===== config.mk =====
export PLATFORM = sky130hd
export DESIGN_NAME = alu_arbiter_flat
export DESIGN_NICKNAME = d
export VERILOG_FILES = /design/src/rtl/alu_arbiter_pkg.sv /design/src/rtl/alu_arbiter_if.sv /design/src/rtl/alu_arbiter_rr_arb2.sv /design/src/rtl/alu_arbiter.sv /design/src/flat_wrapper.sv
export SDC_FILE = /design/constraint.sdc
export NUM_CORES = 1
export LEC_CHECK = 0
export CAP_MARGIN = 5
export CELL_PAD_IN_SITES_DETAIL_PLACEMENT = 1
export CELL_PAD_IN_SITES_GLOBAL_PLACEMENT = 1
export CORE_MARGIN = 2
export CORE_UTILIZATION = 29
export DETAILED_ROUTE_END_ITERATION = 16
export GPL_TIMING_DRIVEN = 0
export PLACE_DENSITY = 0.95
export RECOVER_POWER = 100
export SYNTH_ARGS = -nofsm -noshare
export SYNTH_HDL_FRONTEND = slang
export SYNTH_HIERARCHICAL = 1
export SYNTH_SLANG_ARGS = --single-unit
export TNS_END_PERCENT = 30

===== constraint.sdc =====
create_clock -name clk -period 6.5 [get_ports clk]
set_clock_uncertainty 0.2 [all_clocks]
set_input_delay 0.65 -clock clk [delete_from_list [all_inputs] [get_ports clk]]
set_output_delay 0.65 -clock clk [all_outputs]
set_load 0.01 [all_outputs]

===== src/rtl/alu_arbiter_pkg.sv =====
// Shared definitions for the ALU sequencer/arbiter: opcodes, flag positions, FSM encoding.
package alu_arbiter_pkg;

  localparam logic [3:0] OP_ADD = 4'd3;
  localparam logic [3:0] OP_SUB = 4'd4;
  localparam logic [3:0] OP_MUL = 4'd5;
  localparam logic [3:0] OP_DIV = 4'd6;
  localparam logic [3:0] OP_AND = 4'd7;
  localparam logic [3:0] OP_OR  = 4'd8;
  localparam logic [3:0] OP_XOR = 4'd9;
  localparam logic [3:0] OP_SHL = 4'd10;
  localparam logic [3:0] OP_SHR = 4'd11;

  localparam int unsigned F_O = 3;
  localparam int unsigned F_C = 2;
  localparam int unsigned F_N = 1;
  localparam int unsigned F_Z = 0;

  typedef enum logic [1:0] {
    StIdle,
    StIssue,
    StCapture,
    StDone
  } state_e;

  function automatic logic op_legal(input logic [3:0] op);
    return (op >= OP_ADD) && (op <= OP_SHR);
  endfunction

  function automatic logic [1:0] id_onehot(input logic id);
    return id ? 2'b10 : 2'b01;
  endfunction

endpackage


===== src/rtl/alu_arbiter_if.sv =====
// Request/response bus between the two ALU requesters and the arbiter.
interface alu_arbiter_if #(
  parameter int unsigned DATA_W = 16
) ();

  logic [1:0]          req_valid;
  logic [1:0]          req_ready;
  logic [7:0]          req_opcode;
  logic [1:0]          req_ar;
  logic [2*DATA_W-1:0] req_src1;
  logic [2*DATA_W-1:0] req_src2;
  logic [1:0]          rsp_valid;
  logic [DATA_W-1:0]   rsp_data;
  logic [3:0]          rsp_flags;
  logic                rsp_err;

  modport master (
    output req_valid, req_opcode, req_ar, req_src1, req_src2,
    input  req_ready, rsp_valid, rsp_data, rsp_flags, rsp_err
  );

  modport slave (
    input  req_valid, req_opcode, req_ar, req_src1, req_src2,
    output req_ready, rsp_valid, rsp_data, rsp_flags, rsp_err
  );

endinterface


===== src/rtl/alu_arbiter_rr_arb2.sv =====
// Two-way round-robin grant; last_grant resets to 1 so requester 0 wins the first tie.
module rr_arb2 (
  input  logic       clk,
  input  logic       rst,
  input  logic [1:0] req,
  input  logic       accept,
  output logic       grant,
  output logic       grant_valid
);

  logic last_grant_q;

  always_comb begin
    grant_valid = |req;
    grant       = (req == 2'b11) ? ~last_grant_q : req[1];
  end

  always_ff @(posedge clk) begin
    if (rst) begin
      last_grant_q <= 1'b1;
    end else if (accept) begin
      last_grant_q <= grant;
    end
  end

endmodule


===== src/rtl/alu_arbiter.sv =====
// Sequences the shared registered ALU for two requesters: accept, issue, capture, respond.
module alu_arbiter
  import alu_arbiter_pkg::*;
#(
  parameter int unsigned DATA_W    = 16,
  parameter bit          DIV0_TRAP = 1'b1
) (
  input  logic              clk,
  input  logic              rst,
  alu_arbiter_if.slave      bus,
  output logic              busy,
  output logic [3:0]        alu_opcode,
  output logic              alu_ar_flag,
  output logic [DATA_W-1:0] alu_src1,
  output logic [DATA_W-1:0] alu_src2,
  output logic              alu_out_en,
  input  logic [DATA_W-1:0] alu_out,
  input  logic [3:0]        alu_flags
);

  state_e              state_q;
  logic                id_q;
  logic [1:0]          rsp_valid_q;
  logic [DATA_W-1:0]   rsp_data_q;
  logic [3:0]          rsp_flags_q;
  logic                rsp_err_q;

  logic                grant;
  logic                grant_valid;
  logic                accept;
  logic [3:0]          sel_op;
  logic                sel_ar;
  logic [DATA_W-1:0]   sel_src1;
  logic [DATA_W-1:0]   sel_src2;
  logic                sel_err;

  rr_arb2 u_rr_arb2 (
    .clk         (clk),
    .rst         (rst),
    .req         (bus.req_valid),
    .accept      (accept),
    .grant       (grant),
    .grant_valid (grant_valid)
  );

  always_comb begin
    sel_op   = grant ? bus.req_opcode[7:4] : bus.req_opcode[3:0];
    sel_ar   = bus.req_ar[grant];
    sel_src1 = grant ? bus.req_src1[2*DATA_W-1:DATA_W] : bus.req_src1[DATA_W-1:0];
    sel_src2 = grant ? bus.req_src2[2*DATA_W-1:DATA_W] : bus.req_src2[DATA_W-1:0];
    sel_err  = !op_legal(sel_op) || (DIV0_TRAP && (sel_op == OP_DIV) && (sel_src2 == '0));
    // grant always points at a valid requester, so grant_valid implies req_valid[grant]
    accept        = (state_q == StIdle) && !rst && grant_valid;
    bus.req_ready = accept ? id_onehot(grant) : 2'b00;
    busy          = (state_q != StIdle);
  end

  assign bus.rsp_valid = rsp_valid_q;
  assign bus.rsp_data  = rsp_data_q;
  assign bus.rsp_flags = rsp_flags_q;
  assign bus.rsp_err   = rsp_err_q;

  always_ff @(posedge clk) begin
    if (rst) begin
      state_q     <= StIdle;
      id_q        <= 1'b0;
      rsp_valid_q <= 2'b00;
      rsp_data_q  <= '0;
      rsp_flags_q <= '0;
      rsp_err_q   <= 1'b0;
      alu_out_en  <= 1'b0;
      alu_opcode  <= '0;
      alu_ar_flag <= 1'b0;
      alu_src1    <= '0;
      alu_src2    <= '0;
    end else begin
      rsp_valid_q <= 2'b00;
      alu_out_en  <= 1'b0;
      case (state_q)
        StIdle: begin
          if (accept) begin
            id_q        <= grant;
            alu_opcode  <= sel_op;
            alu_ar_flag <= sel_ar;
            alu_src1    <= sel_src1;
            alu_src2    <= sel_src2;
            if (sel_err) begin
              // Trapped ops skip the ALU and answer on the very next cycle
              state_q     <= StDone;
              rsp_valid_q <= id_onehot(grant);
              rsp_data_q  <= '0;
              rsp_flags_q <= '0;
              rsp_err_q   <= 1'b1;
            end else begin
              state_q    <= StIssue;
              alu_out_en <= 1'b1;
            end
          end
        end
        StIssue: state_q <= StCapture;
        StCapture: begin
          rsp_data_q  <= alu_out;
          rsp_flags_q <= alu_flags;
          rsp_err_q   <= 1'b0;
          rsp_valid_q <= id_onehot(id_q);
          state_q     <= StDone;
        end
        StDone:  state_q <= StIdle;
        default: state_q <= StIdle;
      endcase
    end
  end

endmodule


===== src/flat_wrapper.sv =====
// flat-port wrapper written by rule: the top's interface ports become plain ports
module alu_arbiter_flat import alu_arbiter_pkg::*;
#(
  parameter int unsigned DATA_W    = 16,
  parameter bit          DIV0_TRAP = 1'b1
)
  (clk, rst, busy, alu_opcode, alu_ar_flag, alu_src1, alu_src2, alu_out_en, alu_out, alu_flags, bus_req_valid, bus_req_opcode, bus_req_ar, bus_req_src1, bus_req_src2, bus_req_ready, bus_rsp_valid, bus_rsp_data, bus_rsp_flags, bus_rsp_err);
  alu_arbiter_if #(.DATA_W(DATA_W)) bus_i ();
  input  logic clk;
  input  logic rst;
  output logic busy;
  output logic [3:0] alu_opcode;
  output logic alu_ar_flag;
  output logic [DATA_W-1:0] alu_src1;
  output logic [DATA_W-1:0] alu_src2;
  output logic alu_out_en;
  input  logic [DATA_W-1:0] alu_out;
  input  logic [3:0] alu_flags;
  input wire logic [$bits(bus_i.req_valid)-1:0] bus_req_valid;
  input wire logic [$bits(bus_i.req_opcode)-1:0] bus_req_opcode;
  input wire logic [$bits(bus_i.req_ar)-1:0] bus_req_ar;
  input wire logic [$bits(bus_i.req_src1)-1:0] bus_req_src1;
  input wire logic [$bits(bus_i.req_src2)-1:0] bus_req_src2;
  output wire logic [$bits(bus_i.req_ready)-1:0] bus_req_ready;
  output wire logic [$bits(bus_i.rsp_valid)-1:0] bus_rsp_valid;
  output wire logic [$bits(bus_i.rsp_data)-1:0] bus_rsp_data;
  output wire logic [$bits(bus_i.rsp_flags)-1:0] bus_rsp_flags;
  output wire logic [$bits(bus_i.rsp_err)-1:0] bus_rsp_err;
  assign bus_i.req_valid = bus_req_valid;
  assign bus_i.req_opcode = bus_req_opcode;
  assign bus_i.req_ar = bus_req_ar;
  assign bus_i.req_src1 = bus_req_src1;
  assign bus_i.req_src2 = bus_req_src2;
  assign bus_req_ready = bus_i.req_ready;
  assign bus_rsp_valid = bus_i.rsp_valid;
  assign bus_rsp_data = bus_i.rsp_data;
  assign bus_rsp_flags = bus_i.rsp_flags;
  assign bus_rsp_err = bus_i.rsp_err;
  alu_arbiter #(.DATA_W(DATA_W), .DIV0_TRAP(DIV0_TRAP)) u_core (.clk(clk), .rst(rst), .bus(bus_i), .busy(busy), .alu_opcode(alu_opcode), .alu_ar_flag(alu_ar_flag), .alu_src1(alu_src1), .alu_src2(alu_src2), .alu_out_en(alu_out_en), .alu_out(alu_out), .alu_flags(alu_flags));
endmodule

==> flow_summary_export.csv <==
group,metric,value,unit
final_layout,regArea,0.00130,sq mm
sta,slew_viol_final,0,
synth,ys.flop_type,"dfxtp_1",
setup_path,r2r_start,"u_core/u_rr_arb2/last_grant_q",
global_routing,grt_max_degree,13,
synth,syn_avg_cell_area,9.68,sq um
power_and_ir_drop,p_int,0.933,mW
clock_tree,cts-buffers-inserted,9,
synth,synthTopCellsByArea,"dfxtp_1 47%, mux2i_1 13%, a211oi_1 11%, nor2_1 6.4%, a22o_1 6.3%",
routing,post_drt_wl_per_cell,18.2,um
synth,synth_edf_count,0,
min_path,hp-start,"u_core/bus.rsp_flags[2]",
global_routing,grt-ovfl-total,0,
clock_tree,ctsResizeCount,0,
synth,synth_compound_area_share,21.9,%
routing,num_vias,2966,
synth,synthMuxAreaShare,13.1,%
clock_tree,cts_max_level,3,
global_routing,antenna_found_initial,1,
routing,firstDrtPassIters,4,
die,dieArea,0.0103,sq mm
setup_path,reg2reg_slack,2550,ps
synth,synth_area,0.00276,sq mm
setup_path,critical_path.startpoint,"bus_req_valid[1]",
routing,routed_wl,10700,um
run,maxCapViolations,0,
status,status,"completed",
global_routing,met2_usage,37.8,%
routing,drcViolationCount,0,
final_layout,multi_input_area,0.00134,sq mm
routing,drtIter0Drc,43,
power_and_ir_drop,swShare,34.7,%
clock_tree,cts_tree,"done",
final_layout,num_antenna_cells,0,
setup_path,cp_max_fo,10,
sta,finalCritPeriodShare,69.9,%
clock_tree,cts_root_buf,"clkbuf_8",
placed_design,port_buffers,161,
clock_tree,insertion_delay,340,ps
global_routing,grt_util_met3,5.11,%
sta,setup_viol,0,
power_and_ir_drop,pwr-share-comb,37.4,%
power_and_ir_drop,leakage,1.91,nW
die,die_h,102,um
synth,syn_inst,285,
power_and_ir_drop,p_clk_share,25.9,%
sta,min_period,4540,ps
die,initial_utilization,29.9,%
synth,synth_top_area_share,47.1,%
min_path,hp-class,"reg -> reg",
die,io_pins,162,
power_and_ir_drop,p_per_area,301,mW/mm^2
final_layout,fin_nets,557,
clock_tree,clk_pin_slew,70,ps
global_routing,grt_pass1_wl,16700,um
final_layout,drive_gt1_share,4.33,%
global_routing,grt_use_met1,24.0,%
placed_design,placed_area,0.00453,sq mm
power_and_ir_drop,p_switching,0.495,mW
synth,ys_seq_area_share,47.1,%
synth,async_flop_share,0,%
clock_tree,post_cts_buffers,0,
synth,yosys.area.top_type,"dfxtp_1",
die,placementRows,35,
sta,fin_setup_tns,0,ps
synth,yosys.area_share.simple,12.8,%
setup_path,start_kind,"primary input",
synth,synth_fa_ha_area_share,0.907,%
routing,vias_per_cell,5.02,
power_and_ir_drop,p_total,1.43,mW
synth,synth_top_family_by_area,"compound AO/OA/AOI/OAI gates",
final_layout,syn_to_final_growth,71.6,%
synth,synth_warnings,6,
sta,hold_viol_final,0,
synth,yosys_register_bits,65,
power_and_ir_drop,seqPwrFrac,36.7,%
power_and_ir_drop,peakVddDrop,0.146,mV
setup_path,crit_type,"in -> reg",
setup_path,critPathCaptureType,"flip-flop",
synth,synth_xor_area_share,0,%
sta,fmaxAchievable,220,MHz
global_routing,grt_usage,20.9,%
sta,layout_setup_ws,1960,ps
clock_tree,numClockSinks,65,
global_routing,grt_busiest_layer,"met2",
clock_tree,cts_max_path_buffers,2,
sta,worst_pin_slew,1200,ps
setup_path,crit_arrival,4620,ps
placed_design,hpwlAfterDp,8330,um
placed_design,gp_congestion,0.824,
synth,syn-num-nets,385,
sta,slew_headroom,19.1,%
die,die_x,102,um
clock_tree,cts_hold_buf,0,
synth,synthDistinctLibCells,39,
setup_path,cp.required,6580,ps
routing,drtAntennaViolNets,0,
die,core,0.00924,sq mm
final_layout,finalInstanceArea,0.00474,sq mm
sta,rsz0062_at_grt,"false",
final_layout,nFillCells,1040,
placed_design,dp_worst_setup_slack,2550,ps
global_routing,grt_pass1_vias,3229,
-- layout make-up --
cell class	instances	share of cell area [%]
Timing Repair Buffer	161	34.0
Multi-Input combinational cell	193	28.2
Sequential cell	65	27.5
Tap cell	129	3.41
Clock buffer	11	3.20
Buffer	22	1.98
Clock inverter	5	1.32
Inverter	5	0.396
-- layer usage --
metal | vias up | wire, um
met5 | - | 11
met4 | 2 | 112
met3 | 13 | 677
met2 | 115 | 5660
met1 | 1441 | 4280
li1 | 1395 | -
-- synthesized netlist by cell type, types with 2 or more instances --
library cell / n
and2_1: 2
nor4_1: 3
nand2b_1: 2
buf_1: 6
nor2_1: 47
a21oi_1: 4
buf_2: 2
a211oi_1: 40
inv_1: 5
nand2_1: 10
ha_1: 2
clkbuf_1: 12
mux2i_1: 36
a31oi_1: 2
a22o_1: 20
nor3_1: 3
nand4_1: 2
or4_1: 2
dfxtp_1: 65
-- cell usage in the layout (no fill, tap or decap), drive strengths merged, types with 3 or more instances in the layout --
master / count
a211oi: 40
a21oi: 5
a22o: 20
buf: 4
clkbuf: 29
clkdlybuf4s50: 95
dfxtp: 65
dlygate4sd3: 66
inv: 6
mux2i: 36
nand2: 10
nor2: 47
nor3: 3
nor4: 3
-- final timing paths --
check / cells after the start / to
setup / recovery: 10 / u_core/bus.rsp_data[12]
hold / removal: 1 / u_core/bus.rsp_flags[2]
setup reg to reg: 9 / u_core/bus.rsp_data[12]
hold reg to reg: 1 / u_core/bus.rsp_flags[2]
-- state kept, by name, indices dropped and copies added (netlist names) --
name                           cells
u_core/alu_ar_flag                 1
u_core/alu_opcode                  4
u_core/alu_out_en                  1
u_core/alu_src1                   16
u_core/alu_src2                   16
u_core/bus.rsp_data               16
u_core/bus.rsp_err                 1
u_core/bus.rsp_flags               4
u_core/bus.rsp_valid               2
u_core/id_q                        1
u_core/state_q                     2
u_core/u_rr_arb2/last_grant_q      1
-- power by group through the flow --
stage                     sequential, mW  combinational [mW]  clock [mW]
final                              0.524               0.534       0.369
after detailed placement           0.536               0.562           0
after CTS                          0.529               0.567       0.377
after global placement             0.528               0.539           0
after floorplan                    0.564               0.221           0
after global routing               0.533               0.579       0.392
-- cell families after synthesis --
kind of cell             Yosys count
multiplexers                      36
AO/OA/AOI/OAI                     78
AND/OR/NAND/NOR                   77
flip-flops                        65
adder cells (fa/ha/maj)            2
buffers and inverters             27
-- worst max-delay path, stage by stage --
cell           delay (ps)
dlygate4sd3_1         550
a21boi_0              460
clkbuf_1              520
nor3_1                150
a22oi_1               260
a221o_1               240
nand2_1               160
a21boi_0              970
clkbuf_1              460
a22o_1                200
-- metrics by stage --
stage                     std cells  util [%]  hold WS, ps
after floorplan                 285         -          250
after detailed placement        575      49.1          258
after global routing            591      51.3          297
after global placement          575      49.1          255
after CTS                       591      51.4          281
final                           591      51.3          275
No activity file was read; power rests on OpenSTA's default activity.
